### src/rtl/sig_mon_pkg.sv
// Shared types, default constants and the MISR step function for the
// output signature monitor and its golden models.
package sig_mon_pkg;

   typedef enum logic [1:0] {
      IDLE    = 2'd0,
      SETTLE  = 2'd1,
      CAPTURE = 2'd2,
      DONE    = 2'd3
   } state_t;

   localparam logic [31:0] DEFAULT_POLY = 32'h04C11DB7;
   localparam logic [31:0] DEFAULT_SEED = 32'h0000_0000;

   // One MISR update: shift left, fold in the polynomial when the MSB falls
   // out, then XOR the new sample.
   function automatic logic [31:0] misr_step(input logic [31:0] sig,
                                             input logic [31:0] din,
                                             input logic [31:0] poly);
      return {sig[30:0], 1'b0} ^ (sig[31] ? poly : 32'h0) ^ din;
   endfunction

endpackage

### src/rtl/out_signature_monitor_misr_reg.sv
// WIDTH-bit multiple-input signature register with seed load and enable.
module misr_reg
   import sig_mon_pkg::*;
#(
   parameter int               WIDTH = 32,
   parameter logic [WIDTH-1:0] POLY  = WIDTH'(DEFAULT_POLY),
   parameter logic [WIDTH-1:0] SEED  = WIDTH'(DEFAULT_SEED)
) (
   input  logic             clk,
   input  logic             rst,
   input  logic             load,
   input  logic             en,
   input  logic [WIDTH-1:0] din,
   output logic [WIDTH-1:0] sig
);

   logic [WIDTH-1:0] sig_reg;
   logic [WIDTH-1:0] shifted;
   logic [WIDTH-1:0] sig_next;

   // Left shift by one with a zero entering at bit 0.
   for (genvar gi = 0; gi < WIDTH; gi++) begin : g_shift
      if (gi == 0) begin : g_lsb
         assign shifted[gi] = 1'b0;
      end else begin : g_upper
         assign shifted[gi] = sig_reg[gi-1];
      end
   end

   assign sig_next = shifted ^ ({WIDTH{sig_reg[WIDTH-1]}} & POLY) ^ din;

   // Seed load takes priority over compaction so a run always starts clean.
   always_ff @(posedge clk) begin
      if (rst) begin
         sig_reg <= SEED;
      end else if (load) begin
         sig_reg <= SEED;
      end else if (en) begin
         sig_reg <= sig_next;
      end
   end

   assign sig = sig_reg;

endmodule

### src/rtl/out_signature_monitor.sv
// Compacts a DUT output bus into a MISR signature after a settle window and
// counts cycle-to-cycle changes of the bus during capture.
module out_signature_monitor
   import sig_mon_pkg::*;
#(
   parameter int               WIDTH          = 32,
   parameter int               SETTLE_CYCLES  = 8,
   parameter int               CAPTURE_CYCLES = 64,
   parameter logic [WIDTH-1:0] POLY           = WIDTH'(DEFAULT_POLY),
   parameter logic [WIDTH-1:0] SEED           = WIDTH'(DEFAULT_SEED)
) (
   input  logic             clk,
   input  logic             rst,
   input  logic [WIDTH-1:0] in,
   input  logic             start,
   output logic             busy,
   output logic             done,
   output logic [WIDTH-1:0] signature,
   output logic [15:0]      change_cnt
);

   localparam int MAX_CYCLES = (SETTLE_CYCLES > CAPTURE_CYCLES) ? SETTLE_CYCLES : CAPTURE_CYCLES;
   localparam int CNT_W      = $clog2(MAX_CYCLES + 1);
   // Terminal counts; SETTLE_LAST is unused when there is no settle window.
   localparam logic [CNT_W-1:0] SETTLE_LAST  = (SETTLE_CYCLES > 0) ? CNT_W'(SETTLE_CYCLES - 1) : '0;
   localparam logic [CNT_W-1:0] CAPTURE_LAST = CNT_W'(CAPTURE_CYCLES - 1);

   state_t           state_reg, state_next;
   logic [CNT_W-1:0] cnt_reg, cnt_next;
   logic [15:0]      change_reg, change_next;
   logic [WIDTH-1:0] prev_in_reg;
   logic             busy_reg, done_reg;
   logic             misr_load, misr_en;

   // Next-state, phase counter and change counter; start only acts from IDLE/DONE.
   always_comb begin
      state_next  = state_reg;
      cnt_next    = cnt_reg;
      change_next = change_reg;
      misr_load   = 1'b0;
      misr_en     = 1'b0;
      case (state_reg)
         IDLE, DONE: begin
            if (start) begin
               state_next  = (SETTLE_CYCLES > 0) ? SETTLE : CAPTURE;
               cnt_next    = '0;
               change_next = 16'h0000;
               misr_load   = 1'b1;
            end
         end
         SETTLE: begin
            if (cnt_reg == SETTLE_LAST) begin
               state_next = CAPTURE;
               cnt_next   = '0;
            end else begin
               cnt_next = cnt_reg + CNT_W'(1);
            end
         end
         CAPTURE: begin
            misr_en = 1'b1;
            if ((in != prev_in_reg) && (change_reg != 16'hFFFF)) begin
               change_next = change_reg + 16'h0001;
            end
            if (cnt_reg == CAPTURE_LAST) begin
               state_next = DONE;
               cnt_next   = '0;
            end else begin
               cnt_next = cnt_reg + CNT_W'(1);
            end
         end
         default: begin
            state_next = IDLE;
         end
      endcase
   end

   // State, counters, previous sample and registered status flags.
   always_ff @(posedge clk) begin
      if (rst) begin
         state_reg   <= IDLE;
         cnt_reg     <= '0;
         change_reg  <= 16'h0000;
         prev_in_reg <= '0;
         busy_reg    <= 1'b0;
         done_reg    <= 1'b0;
      end else begin
         state_reg   <= state_next;
         cnt_reg     <= cnt_next;
         change_reg  <= change_next;
         prev_in_reg <= in;
         busy_reg    <= (state_next == SETTLE) || (state_next == CAPTURE);
         done_reg    <= (state_next == DONE);
      end
   end

   misr_reg #(
      .WIDTH (WIDTH),
      .POLY  (POLY),
      .SEED  (SEED)
   ) u_misr (
      .clk  (clk),
      .rst  (rst),
      .load (misr_load),
      .en   (misr_en),
      .din  (in),
      .sig  (signature)
   );

   assign busy       = busy_reg;
   assign done       = done_reg;
   assign change_cnt = change_reg;

endmodule

### config.mk
export PLATFORM = sky130hd
export DESIGN_NAME = out_signature_monitor
export DESIGN_NICKNAME = d
export VERILOG_FILES = /design/src/rtl/sig_mon_pkg.sv /design/src/rtl/out_signature_monitor_misr_reg.sv /design/src/rtl/out_signature_monitor.sv
export SDC_FILE = /design/constraint.sdc
export NUM_CORES = 1
export LEC_CHECK = 0
export ABC_AREA = 0
export CELL_PAD_IN_SITES_DETAIL_PLACEMENT = 1
export CELL_PAD_IN_SITES_GLOBAL_PLACEMENT = 2
export CORE_ASPECT_RATIO = 1.25
export CORE_UTILIZATION = 34
export DETAILED_ROUTE_END_ITERATION = 12
export PLACE_DENSITY_LB_ADDON = 0.1
export SETUP_SLACK_MARGIN = 0.3
export SYNTH_ARGS = -nofsm -noshare
export SYNTH_HDL_FRONTEND = slang
export SYNTH_SLANG_ARGS = --single-unit
export TNS_END_PERCENT = 100
### constraint.sdc
create_clock -name clk -period 5.1 [get_ports clk]
set_clock_uncertainty 0.1 [all_clocks]
set_input_delay 1.53 -clock clk [delete_from_list [all_inputs] [get_ports clk]]
set_output_delay 1.53 -clock clk [all_outputs]
set_load 0.01 [all_outputs]
# Word level (Yosys, flattened, before mapping)
# Index checks and enable logic that the tools add are counted.
dict set report op_classes {
  add_sub_neg 2
  n_eq_ne 12
  muxes 14
  bitwise 2
  n_reduce_logical 7
}
# op count
set op_table {}
lappend op_table {{$mux W16} 2}
lappend op_table {{$ne A32 B32 Y1} 1}
lappend op_table {{$pmux W16 S2} 1}
lappend op_table {{$xor A32 B27 Y32} 1}
lappend op_table {{$xor A32 B32 Y32} 1}
lappend op_table {{$mux W7} 3}
lappend op_table {{$pmux W7 S3} 1}
lappend op_table {{$add A16 B1 Y16 const B} 1}
lappend op_table {{$ne A16 B16 Y1 const B} 1}
lappend op_table {{$eq A2 B2 Y1 const B} 4}
lappend op_table {{$add A7 B1 Y7 const B} 1}
lappend op_table {{$eq A7 B3 Y1 const B} 1}
lappend op_table {{$eq A7 B6 Y1 const B} 1}
lappend op_table {{$mux W2} 3}
lappend op_table {{$pmux W2 S3} 1}
lappend op_table {{$eq A2 B1 Y1 const B} 2}
lappend op_table {{$ne A2 B2 Y1 const B} 2}
lappend op_table {{$reduce_or A2 Y1} 2}
lappend op_table {{$mux W1} 3}
lappend op_table {{$reduce_and A3 Y1} 1}
lappend op_table {{$logic_not A2 Y1} 1}
lappend op_table {{$reduce_bool A2 Y1} 1}
lappend op_table {{$logic_and A1 B1 Y1} 1}
lappend op_table {{$logic_or A1 B1 Y1} 1}
dict set report totals {
  ff_bits 91
  in_bits 35
  output_inout_bits 50
  wordCells 44
}

# Logic depth before layout (Yosys ltp)
dict set report logic_depth {
  depth_word 5
  mapped_depth 9
  ltp_nobuf 8
}

# Cells and area by module
# From an unflattened synthesis, not the netlist that was laid out.
dict set report unflattened {
  hier_cells 450
  area_unflattened_um2 4359.2
}
# module instances cells_per_inst area_each_um2 seq_area_each_um2
set modules_own_cells {}
lappend modules_own_cells {out_signature_monitor 1 294 2716.4 1181.1}
lappend modules_own_cells {misr_reg 1 156 1642.8 640.6}

# Worst setup path before layout
# No wires, ideal clock.
dict set report synth_timing {
  path_kind {in2reg}
  start {input port in[23]}
  end {register change_reg[4], in the netlist change_cnt[4]}
  setup_ns 0.122
  arrival_time_ns 2.747
  required_ns 4.878
  setup_slack_ns 2.131
  stages 6
  path_buffers 1
  cell_sequence {xnor2_1 nand4_1 nor4_4 a21oi_2 buf_6 a311o_1}
}
dict set report synth_between {
  elab_chain_cells 4
}
# element line
set synth_rtl {}
lappend synth_rtl {{start: declaration} out_signature_monitor.sv:14} ;# input logic [WIDTH-1:0] in,
lappend synth_rtl {{$ne A32 B32 Y1} out_signature_monitor.sv:61} ;# if ((in != prev_in_reg) && (change_reg != 16'hFFFF)) begin
lappend synth_rtl {{$logic_and A1 B1 Y1} out_signature_monitor.sv:61}
lappend synth_rtl {{$ne A2 B2 Y1 (no source line)} --}
lappend synth_rtl {{$reduce_and A3 Y1 (no source line)} --}
lappend synth_rtl {{end signal: assignment} out_signature_monitor.sv:89} ;# change_reg <= change_next;
lappend synth_rtl {{end: declaration} out_signature_monitor.sv:30} ;# logic [15:0] change_reg, change_next;
# No other way between the ends.
# A chain may end at the register's enable or synchronous reset.

# Final worst setup path
dict set report layout_timing {
  start {input port in[3]}
  end {register change_reg[2], in the netlist change_cnt[2]}
}
# The elaborated chain is that of the path after synthesis.

==> flow_summary.yaml <==
timing:
  timing.fmax_mhz: 285.4
  post-route-min-period_ns: 3.503
  slew_violations: 0
  rsz0062_at_grt: "no"
  tightestPinTransition_ns: 0.8251
  hold_viol: 0
  relSlewSlack: 0.4499
  finalCritPeriodShare: 0.6869
  finalSetupViolCount: 0
  finalSetupTns_ns: 0
route:
  vias: 3568
  dr.pass1.iters: 4
  drc: 0
  drtIter0Drc: 64
  detail_route.vias_per_cell: 5.075
  ant_nets: 0
  wl_mm: 11.17
  routedWlPerCell_um: 15.89
global_routing:
  grt_pass1_wl_mm: 18.53
  globalRouteOverflowTotal: 0
  grt_usage: 0.1861
  antenna_found_initial: 0
  grt_start_max_net_pins: 39
  first_global_vias: 3640
finish:
  drive_above_1_share: 0.05566
  nets: 574
  fin_cells: 703
  antenna_cells: 0
  multi_input_area_mm2: 0.002335
  finalCoreUtilization: 0.4537
  synthToLayoutAreaGrowth_pct: 29.42
  nFillCells: 1426
  regArea_mm2: 0.001822
synthesis:
  yosysMostFrequentCell: "dfxtp_1"
  ys_top_cells_by_area: "dfxtp_1 (43%), xnor2_1 (16%), nor2b_1 (5.3%)"
  synth-main-ff-cell: "dfxtp_1"
  yosysWarnings: 0
  ys_ff_latch: 91
  ys_types: 48
  syn-cell-area_mm2: 0.004283
  synth_edf_count: 0
  syn_nets: 498
  yosys.area.top_type: "dfxtp_1"
  synth-seq-area-share: 0.4254
  synthTopCellsByCount: "dfxtp_1 (91), xnor2_1 (77), nor2_1 (48), nor2b_1 (36), a211oi_1 (20)"
  async_flop_share: 0
  synthCells: 458
  avgSynthCellArea_um2: 9.351
  synth_top_cell_area_share: 0.4254
clock_tree:
  htreeDepth: 3
  cts_num_sinks: 91
  post-cts-setup-buffers: 0
  clock_latency_ns: 0.34
  clkTransAtPathRegs_ns: 0.06
  cts_made_buffers: 9
  clockBufferDepth: 2
  cts_hold_buf: 0
  cts_resized: 0
  cts_tree: "yes"
  cts_root_buf: "clkbuf_16"
flow_run:
  cap_violations: 0
setup_path:
  worstPathArrival_ns: 3.63
  path_class: "input pin to register"
  crit_family: "simple AND/OR/NAND/NOR gates"
  cp-start-kind: "input pin"
  critPathMaxFanout: 16
  cp_slowest_cell: "clkdlybuf4s50_1"
  path_cells: "clkdlybuf4s50_1, xnor2_1, nand4_1, nor4_4, a21oi_2, and3_1, a211o_1"
  critPathBufInv: 1
  crit_path_end_kind: "register"
  cpPeakStageDelay_ns: 0.53
  required_ns: 5.23
floorplan:
  core_area_mm2: 0.01222
  dieArea_mm2: 0.01305
  rows: 45
  start_util: 0.3505
  die_h_um: 127.5
  ioPinCount: 85
  fp.dieW_um: 102.4
placement:
  dp_cells: 687
  io_buffers: 84
  place_hpwl_mm: 8.022
  gpl.final_weighted_congestion: 0.7612
status:
  status: "complete, no violations"
power:
  p_leak_nw: 1.825
  powerDensity_mw_per_mm2: 276.2
  vdd_drop_max_uv: 133.4
min_path:
  min_path_type: "register to register"
-- per-layer routing --
metal	vias to the layer above	global-route usage	wire length [µm]
met5	-	0	0
met4	0	0.06807	210
met3	12	0.05033	480
met2	68	0.3178	5577
met1	1740	0.2205	4901
li1	1748	-	-
-- per-stage QoR --
stage	total power [mW]	hold WS (ns)	cell area [µm²]	setup WS, ns
global placement	0.8826	0.4032	5254	1.255
global route	1.597	0.4355	5543	1.448
CTS	1.558	0.4246	5543	1.554
floorplan	0.8248	0.3757	4283	2.131
detailed placement	0.8851	0.4095	5254	1.193
finish	1.531	0.4222	5543	1.597
-- cell families (layout without fill, tap and decap cells) --
family	count (synthesis)	in the layout	share of synthesized area
AO/OA/AOI/OAI	75	75	0.1268
XOR/XNOR	77	77	0.1575
adder cells (fa/ha/maj)	5	5	0.01461
buffers and inverters	29	110	0.03009
flip-flops	91	91	0.4254
multiplexers	17	17	0.04002
AND/OR/NAND/NOR	164	164	0.2057
-- worst paths after layout --
| path | cells past startpoint | startpoint | slack [ns] | endpoint |
|---|---|---|---|---|
| min | 2 | u_misr.sig[0]$_SDFFE_PP0P_ | 0.42 | u_misr.sig[0]$_SDFFE_PP0P_ |
| max reg2reg | 6 | change_cnt[0]$_SDFFE_PP0P_ | 2.56 | change_cnt[2]$_SDFFE_PP0P_ |
| min reg2reg | 2 | u_misr.sig[0]$_SDFFE_PP0P_ | 0.42 | u_misr.sig[0]$_SDFFE_PP0P_ |
| max | 7 | in[3] | 1.60 | change_cnt[2]$_SDFFE_PP0P_ |
-- layout by cell type (no fill, tap or decap), types with 2 or more instances in the layout --
| cell type | count |
|---|---|
| dfxtp_1 | 91 |
| clkdlybuf4s50_1 | 83 |
| xnor2_1 | 77 |
| nor2_1 | 48 |
| nor2b_1 | 36 |
| a211oi_1 | 20 |
| nand2_1 | 19 |
| nand3_1 | 16 |
| a21oi_1 | 16 |
| mux2i_1 | 16 |
| nand4_1 | 12 |
| clkbuf_16 | 9 |
| and3_1 | 8 |
| a31oi_1 | 6 |
| nand2b_1 | 6 |
| nor3_1 | 6 |
| inv_1 | 5 |
| buf_4 | 5 |
| a21o_1 | 4 |
| a221o_1 | 4 |
| ha_1 | 4 |
| clkbuf_1 | 4 |
| nor4_1 | 3 |
| o21ai_0 | 3 |
| a41oi_1 | 3 |
| a311oi_1 | 3 |
| a211o_1 | 3 |
| a21oi_2 | 2 |
| nor4_4 | 2 |
| nor4b_1 | 2 |
-- worst reg2reg max path, stage by stage (launching register included) --
cell     delay [ns]
dfxtp_1        0.46
ha_1           0.31
nand4_1        0.39
nor3_2         0.45
a21oi_2        0.21
and3_1         0.24
a211o_1        0.25
-- report_power, final --
group / internal, mW / switching [mW] / total (mW)
clock: 0.394 / 0.271 / 0.664
combinational: 0.0682 / 0.0642 / 0.132
sequential: 0.726 / 0.00767 / 0.734
-- cell type report --
| type | instances | area share |
|---|---|---|
| flip-flops and latches | 91 | 0.3287 |
| inverters | 5 | 0.003386 |
| repair buffers | 89 | 0.1576 |
| clock buffers | 14 | 0.04582 |
| multi-input cells | 338 | 0.4212 |
| well taps | 164 | 0.03702 |
| clock inverters | 2 | 0.006321 |
No activity file was read; power rests on OpenSTA's default activity.
